**src/rtl/tree_adder_pkg.sv**
```systemverilog
// Shared definitions for the tree adder sequencer: operand/result widths and
// the FSM state encoding. Imported by the top and the shared adder.
package tree_adder_pkg;

   localparam int unsigned A_W    = 4;   // width of leaf operands a, b
   localparam int unsigned C_W    = 8;   // width of leaf operands c, d
   localparam int unsigned SUM1_W = 5;   // a + b, carry kept
   localparam int unsigned SUM2_W = 9;   // c + d, carry kept
   localparam int unsigned SUM3_W = 10;  // sum1 + sum2, carry kept
   localparam int unsigned ADD_W  = 10;  // shared adder datapath width

   typedef enum logic [2:0] {
      StIdle,
      StAddAb,
      StAddCd,
      StAddTree,
      StDone
   } state_e;

endpackage

```
**src/rtl/shared_adder10.sv**
```systemverilog
// Combinational 10-bit adder time-shared by all three tree additions.
// Ports:
//   op_a_i, op_b_i : addends (callers zero-extend narrower operands)
//   sum_o          : op_a_i + op_b_i; every operand pair used stays below 2^10
module shared_adder10
   import tree_adder_pkg::*;
(
   input  logic [ADD_W-1:0] op_a_i,
   input  logic [ADD_W-1:0] op_b_i,
   output logic [ADD_W-1:0] sum_o
);

   assign sum_o = op_a_i + op_b_i;

endmodule

```
**src/rtl/tree_adder_sequencer.sv**
```systemverilog
// Sequenced adder tree: computes sum1=a+b, sum2=c+d, sum3=sum1+sum2 on a single
// shared adder, one addition per cycle, then holds the result until consumed.
// Ports:
//   clk, rst            : clock and asynchronous active-high reset
//   in_valid / in_ready : operand handshake (ready only while idle)
//   a, b, c, d          : tree leaf operands, captured on acceptance
//   out_valid/out_ready : result handshake (valid only in the done state)
//   sum1, sum2, sum3    : registered partial and final sums
//   busy                : high whenever a job is in flight or awaiting consumption
//   done_count          : number of consumed results, wrapping
module tree_adder_sequencer
   import tree_adder_pkg::*;
#(
   parameter int unsigned COUNT_W = 16
) (
   input  logic               clk,
   input  logic               rst,
   input  logic               in_valid,
   output logic               in_ready,
   input  logic [A_W-1:0]     a,
   input  logic [A_W-1:0]     b,
   input  logic [C_W-1:0]     c,
   input  logic [C_W-1:0]     d,
   output logic               out_valid,
   input  logic               out_ready,
   output logic [SUM1_W-1:0]  sum1,
   output logic [SUM2_W-1:0]  sum2,
   output logic [SUM3_W-1:0]  sum3,
   output logic               busy,
   output logic [COUNT_W-1:0] done_count
);

   state_e              state_q, state_d;
   logic [A_W-1:0]      a_q, a_d, b_q, b_d;
   logic [C_W-1:0]      c_q, c_d, d_q, d_d;
   logic [SUM1_W-1:0]   sum1_q, sum1_d;
   logic [SUM2_W-1:0]   sum2_q, sum2_d;
   logic [SUM3_W-1:0]   sum3_q, sum3_d;
   logic [COUNT_W-1:0]  cnt_q, cnt_d;
   logic [ADD_W-1:0]    op_a, op_b, add_res;

   shared_adder10 u_adder (
      .op_a_i (op_a),
      .op_b_i (op_b),
      .sum_o  (add_res)
   );

   always_comb begin
      state_d = state_q;
      a_d     = a_q;
      b_d     = b_q;
      c_d     = c_q;
      d_d     = d_q;
      sum1_d  = sum1_q;
      sum2_d  = sum2_q;
      sum3_d  = sum3_q;
      cnt_d   = cnt_q;
      op_a    = '0;
      op_b    = '0;
      unique case (state_q)
         StIdle: begin
            if (in_valid) begin
               a_d     = a;
               b_d     = b;
               c_d     = c;
               d_d     = d;
               state_d = StAddAb;
            end
         end
         StAddAb: begin
            op_a    = {{(ADD_W - A_W){1'b0}}, a_q};
            op_b    = {{(ADD_W - A_W){1'b0}}, b_q};
            sum1_d  = add_res[SUM1_W-1:0];
            state_d = StAddCd;
         end
         StAddCd: begin
            op_a    = {{(ADD_W - C_W){1'b0}}, c_q};
            op_b    = {{(ADD_W - C_W){1'b0}}, d_q};
            sum2_d  = add_res[SUM2_W-1:0];
            state_d = StAddTree;
         end
         StAddTree: begin
            op_a    = {{(ADD_W - SUM1_W){1'b0}}, sum1_q};
            op_b    = {{(ADD_W - SUM2_W){1'b0}}, sum2_q};
            sum3_d  = add_res[SUM3_W-1:0];
            state_d = StDone;
         end
         StDone: begin
            // in_valid is not looked at here, so a request coinciding with the
            // handshake waits for the following idle cycle.
            if (out_ready) begin
               cnt_d   = cnt_q + COUNT_W'(1);
               state_d = StIdle;
            end
         end
         default: state_d = StIdle;
      endcase
   end

   always_ff @(posedge clk or posedge rst) begin
      if (rst) begin
         state_q <= StIdle;
         a_q     <= '0;
         b_q     <= '0;
         c_q     <= '0;
         d_q     <= '0;
         sum1_q  <= '0;
         sum2_q  <= '0;
         sum3_q  <= '0;
         cnt_q   <= '0;
      end else begin
         state_q <= state_d;
         a_q     <= a_d;
         b_q     <= b_d;
         c_q     <= c_d;
         d_q     <= d_d;
         sum1_q  <= sum1_d;
         sum2_q  <= sum2_d;
         sum3_q  <= sum3_d;
         cnt_q   <= cnt_d;
      end
   end

   assign in_ready   = (state_q == StIdle);
   assign out_valid  = (state_q == StDone);
   assign busy       = (state_q != StIdle);
   assign sum1       = sum1_q;
   assign sum2       = sum2_q;
   assign sum3       = sum3_q;
   assign done_count = cnt_q;

endmodule

```
**config.mk**
```make
export PLATFORM = sky130hd
export DESIGN_NAME = tree_adder_sequencer
export DESIGN_NICKNAME = d
export VERILOG_FILES = /design/src/rtl/tree_adder_pkg.sv /design/src/rtl/shared_adder10.sv /design/src/rtl/tree_adder_sequencer.sv
export SDC_FILE = /design/constraint.sdc
export NUM_CORES = 1
export LEC_CHECK = 0
export ABC_AREA = 1
export ABC_CLOCK_PERIOD_IN_PS = 6300
export CORE_AREA = 4 4 85 87
export DETAILED_ROUTE_END_ITERATION = 16
export DIE_AREA = 0 0 89 91
export PLACE_DENSITY = 0.84
export SYNTH_ARGS = -nofsm -noshare
export SYNTH_HDL_FRONTEND = slang
export SYNTH_SLANG_ARGS = --single-unit
```
**constraint.sdc**
```tcl
create_clock -name clk -period 6.3 [get_ports clk]
set_input_delay 1.26 -clock clk [delete_from_list [all_inputs] [get_ports clk]]
set_output_delay 1.26 -clock clk [all_outputs]
set_load 0.05 [all_outputs]
```
==> results.toml, run 1 <==
[min_path]
hold_path_class = "flop to flop"

[synth]
synthFlopType = "dfrtp_1"
yosys_warnings = 0
syn_area_mm2 = 0.00353
syn_inst = 456
synth_edf_count = 0
synthesis.nets = 494
syn_avg_cell_area_um2 = 7.75
ys_types = 31
postSynth.asyncResetShare_pct = 100
ys_seq_elements = 67
ys_seq_area_share_pct = 47.5

[worst_setup_path]
required_ns = 5.04
cp.arrival_ns = 2.30
slowest_stage = "clkdlybuf4s50_1"
critPathLaunchType = "flop"
slowest_delay_ns = 0.89
cp_cell_sequence = "nor2_1 -> inv_2 -> nor2_2 -> clkdlybuf4s50_1"
crit_path_max_fanout = 11
crit_type = "flop to output pin"
crit_path_end_kind = "output pin"

[power]
leakage_nw = 2.27
ir_drop_v = 0.000449
power_density_mw_per_mm2 = 514

[drt]
wire_per_inst_um = 13.2
post-route-drc-count = 0
vias = 3140
drt_iter0_markers = 179
dr.pass1.iters = 5
vias_per_cell = 5.16
drtAntennaViolNets = 0
wirelength_um = 8030

[sta]
setup_viol = 0
drv_slew = 0
tightestPinTransition_ns = 0.854
fin_ws_ns = 2.74
hold_viol = 0
final.setup_skew_ns = 0.00598
slew_headroom_pct = 43.1
fin_setup_tns_ns = 0
finalCritPeriodShare_pct = 56.6
max_freq_ghz = 0.281
layout_min_cycle_time_ns = 3.56
rsz0062_at_grt = "no"

[cells_and_area]
area_growth_pct = 25.6
drive_above_1_share_pct = 5.45
diodes = 0
fin_cells = 609
nFillCells = 504
fin_util_pct = 69.9
fin_nets = 566

[clock_network]
cts_resized = 0
cts_hold_buf = 0
cts_max_level = 3
clk_pin_slew_ns = 0.07
numCtsBuffers = 9
cts_setup_buffers = 0
clk_path_buf_depth = 2
root_buffer = "clkbuf_8"
clock_latency_ns = 0.34
cts.sinks = 67
cts_tree = "done"

[global_route]
grt_pass1_wl_um = 13700
grt_overflow = 0
antenna_found_initial = 0
grt_util_all_layers_pct = 21.3
grt_max_degree = 68
grt_pass1_vias = 3141

[placement]
dp_hpwl_um = 5870
gp_congestion = 0.860
placed_cells = 594
port_buffers = 70
place_ws_ns = 3.09

[floorplanning]
num_rows = 29
pin_count = 71
die_h_um = 91
die_area_mm2 = 0.00810
core_mm2 = 0.00635
die_x_um = 89
start_util_pct = 55.6

[run_status]
outcome = "complete, no violations"

[run]
maxCapViolations = 0
==> state kept, by name, summed over array words and instances (netlist names) <==
register,flops
sum3,10
c_q,8
a_q,4
sum1,5
done_count,16
sum2,9
state_q,3
b_q,4
d_q,8
==> kinds of logic after synthesis <==
logic type	Yosys count	synth area share [%]
fa+ha+maj	10	3.75
compound gates	54	8.29
simple gates	239	28.5
flops	67	47.5
xor+xnor	12	2.98
buf+inv	74	9.03
==> report_power, final <==
group          leakage, nW  switching, W  total, W  internal, W
Combinational         1.35      0.000846   0.00125     0.000402
Sequential           0.826      0.000107  0.000698     0.000591
Clock               0.0902      0.000153  0.000332     0.000180
==> worst max-delay path: cells and delay by family, from the launching register on <==
| kind | cells | cell delay, ns |
|---|---|---|
| buffers and inverters | 2 | 0.95 |
| DFF | 1 | 0.45 |
| and+or+nand+nor | 2 | 0.56 |
==> routing by layer <==
| metal | track usage (%) | wire length, um | vias to the layer above |
|---|---|---|---|
| met5 | 0 | 0 | - |
| met4 | 9.31 | 155 | 0 |
| met3 | 3.44 | 355 | 13 |
| met2 | 33.9 | 3850 | 78 |
| met1 | 28.4 | 3670 | 1480 |
| li1 | - | - | 1569 |
==> cells in the final DEF, fill, tap and decap left out, types with 2 or more instances in the layout <==
| cell | instances |
|---|---|
| nor3_1 | 2 |
| inv_2 | 5 |
| a21oi_1 | 21 |
| clkbuf_8 | 9 |
| nand3_1 | 30 |
| clkinv_2 | 2 |
| clkdlybuf4s50_1 | 70 |
| nand2_2 | 2 |
| nand4_1 | 4 |
| o21ai_0 | 25 |
| clkbuf_1 | 3 |
| nor2_1 | 44 |
| buf_4 | 2 |
| ha_1 | 9 |
| xor2_1 | 6 |
| nor2_2 | 3 |
| inv_1 | 57 |
| dfrtp_1 | 67 |
| xnor2_1 | 6 |
| o211ai_1 | 2 |
| a22oi_1 | 4 |
| nand2_1 | 148 |
==> cell type report <==
| type | count | area, um2 | area share [%] |
|---|---|---|---|
| clock buffer | 12 | 135 | 3.05 |
| multi-input combinational | 315 | 1540 | 34.6 |
| clock inverter | 3 | 40.0 | 0.902 |
| inverter | 63 | 236 | 5.33 |
| tap | 77 | 96.3 | 2.17 |
| timing repair buffer | 72 | 716 | 16.1 |
| sequential | 67 | 1680 | 37.8 |
==> final timing paths <==
kind | from | endpoint | slack (ns) | cells after the start
max | state_q[2] | in_ready | 2.74 | 4
min | a_q[2] | a_q[2] | 0.48 | 2
max reg2reg | state_q[2] | sum3[4] | 3.47 | 13
min reg2reg | a_q[2] | a_q[2] | 0.48 | 2
max in group asynchronous | rst | state_q[1] | 4.25 | 3
min in group asynchronous | rst | done_count[10] | 1.49 | 3
==> cell usage after synthesis, types with 3 or more instances <==
library cell	instances	share of area, %
inv_1	58	6.2
buf_2	3	0.42
nor2_2	3	0.53
nand3_1	30	4.3
nand2_1	148	16
inv_2	4	0.42
a21oi_1	21	3.0
xnor2_1	6	1.5
nor2_1	44	4.7
o21ai_0	25	3.5
dfrtp_1	67	47
ha_1	9	3.2
nand4_1	4	0.71
a22oi_1	4	0.85
xor2_1	6	1.5
buf_6	4	1.3
==> stage by stage <==
stage	power (W)	cell area (um2)	hold slack (ns)
final	0.00228	4440	0.475
after detailed placement	0.00195	4260	0.462
after CTS	0.00229	4440	0.477
after global placement	0.00191	4260	0.457
after global routing	0.00245	4440	0.507
after floorplan	0.00160	3530	0.442
No activity file was read; power rests on OpenSTA's default activity.
==> run 2: changes to the inputs <==
--- a/config.mk
+++ b/config.mk
@@ -6,11 +6,11 @@
 export NUM_CORES = 1
 export LEC_CHECK = 0
 export ABC_AREA = 1
-export ABC_CLOCK_PERIOD_IN_PS = 6300
-export CORE_AREA = 4 4 85 87
+export ABC_CLOCK_PERIOD_IN_PS = 3170
+export CORE_AREA = 4 4 92 94
 export DETAILED_ROUTE_END_ITERATION = 16
-export DIE_AREA = 0 0 89 91
-export PLACE_DENSITY = 0.84
+export DIE_AREA = 0 0 96 98
+export PLACE_DENSITY = 0.76
 export SYNTH_ARGS = -nofsm -noshare
 export SYNTH_HDL_FRONTEND = slang
 export SYNTH_SLANG_ARGS = --single-unit
==> constraint.sdc (replaced) <==
create_clock -name clk -period 3.17 [get_ports clk]
set_input_delay 0.634 -clock clk [delete_from_list [all_inputs] [get_ports clk]]
set_output_delay 0.634 -clock clk [all_outputs]
set_load 0.05 [all_outputs]
==> run 2 against run 1 <==
Compared with the run above:
- via count up 1.3%
- die area up 16%
- clock skew up 0.0076 ns
- register-to-register slack lost 3.0 ns
- largest cell class unchanged
- cell count rose by 4.4%
- worst setup slack worse by 2.3 ns
==> results.toml, run 2 (synthesis gave the netlist of run 1 again) <==
[placement]
dp_hpwl_um = 6270
gp_congestion = 0.898
place_area_mm2 = 0.00433
port_buffers = 70

[drt]
post-route-drc-count = 0
dr.pass1.iters = 4
wirelength_um = 8410
vias = 3182
vias_per_cell = 5.00
drt_iter0_markers = 179
wire_per_inst_um = 13.2
drtAntennaViolNets = 0

[floorplanning]
pin_count = 71
num_rows = 32
die_x_um = 96
start_util_pct = 46.2
die_h_um = 98
core_mm2 = 0.00765
die_area_mm2 = 0.00941

[clock_network]
clk_path_buf_depth = 2
cts_max_level = 3
clock_latency_ns = 0.35
cts.sinks = 67
numCtsBuffers = 9
cts_hold_buf = 0
clk_pin_slew_ns = 0.06
cts_tree = "done"
root_buffer = "clkbuf_8"
cts_resized = 0
cts_setup_buffers = 0

[worst_setup_path]
crit_path_end_kind = "output pin"
required_ns = 2.54
crit_path_max_fanout = 11
cp.arrival_ns = 2.12
critPathLaunchType = "flop"
crit_type = "flop to output pin"

[sta]
final.setup_skew_ns = 0.0135
finalCritPeriodShare_pct = 86.7
setup_viol = 0
drv_slew = 0
tightestPinTransition_ns = 0.660
rsz0062_at_grt = "no"
max_freq_ghz = 0.364
hold_viol = 0
layout_min_cycle_time_ns = 2.75
slew_headroom_pct = 55.8
fin_setup_tns_ns = 0

[global_route]
grt_util_all_layers_pct = 19.0
grt_pass1_vias = 3037
antenna_found_initial = 0
grt_pass1_wl_um = 14000
grt_overflow = 0
grt_max_degree = 68

[cells_and_area]
drive_above_1_share_pct = 6.37
largest_reg_flops = 16
multi_input_area_mm2 = 0.00154
final_common_cell = "nand2_1"
final_cell_area_mm2 = 0.00453
seqCellArea_mm2 = 0.00168
area_growth_pct = 28.2
diodes = 0
fin_nets = 569
final_cell_mix = "nand2_1, clkdlybuf4s50_1, dfrtp_1"
nFillCells = 683

[power]
ir_drop_v = 0.000786
power_density_mw_per_mm2 = 1030
leakage_nw = 2.30

[run]
maxCapViolations = 0

[min_path]
hold_path_class = "flop to flop"

[run_status]
outcome = "complete, no violations"
==> run 2: cell types whose count changed in the layout (fill, tap and decap cells not counted) <==
| cell | change |
|---|---|
| buf_12 | +1 |
| clkbuf_1 | -3 |
| clkinv_2 | -1 |
| clkbuf_8 | +3 |
| buf_4 | +2 |
==> run 2: worst max-delay path, cell delays in order, from the launching register on <==
cell and delay [ns]:
dfrtp_1 0.44, nor2_1 0.21, inv_2 0.06, nor2_2 0.08, buf_4 0.17, clkdlybuf4s50_1 0.82
==> run 2: per-layer routing <==
layer	share of wire, %	global-route usage, %
met2	48	29.5
met4	1.5	7.44
met1	45	25.8
met3	5.6	4.08
met5	0	0
==> run 2: cell type report <==
class / instances / area share (%)
Timing Repair Buffer: 75 / 16.6
Sequential cell: 67 / 37.0
Clock inverter: 2 / 0.774
Clock buffer: 12 / 3.65
Tap cell: 102 / 2.82
Inverter: 63 / 5.22
Multi-Input combinational cell: 315 / 33.9
==> run 2: path summary, 6_finish.rpt <==
kind	start	depth (start not counted)	end	slack [ns]
min	sum3[7]	2	sum3[7]	0.48
max	state_q[2]	5	in_ready	0.42
min reg2reg	sum3[7]	2	sum3[7]	0.48
max in group asynchronous	rst	3	a_q[2]	2.20
max reg2reg	state_q[2]	13	sum1[4]	0.47
min in group asynchronous	rst	3	done_count[11]	0.67
==> run 2: through the flow <==
stage	util (%)	total power (W)	hold slack, ns	setup slack (ns)	instances
6_report	59.2	0.00468	0.479	0.421	636
3_5_place_dp	56.6	0.00394	0.464	0.537	622
2_1_floorplan	-	0.00318	0.442	0.843	456
5_1_grt	59.2	0.00500	0.499	0.178	636
3_3_place_gp	56.6	0.00386	0.464	0.668	622
4_1_cts	59.2	0.00468	0.481	0.413	636
==> run 2: power breakdown <==
group	internal [W]	switching, W
clock	0.000418	0.000312
combinational	0.000829	0.00172
sequential	0.00117	0.000233
total	0.00242	0.00226
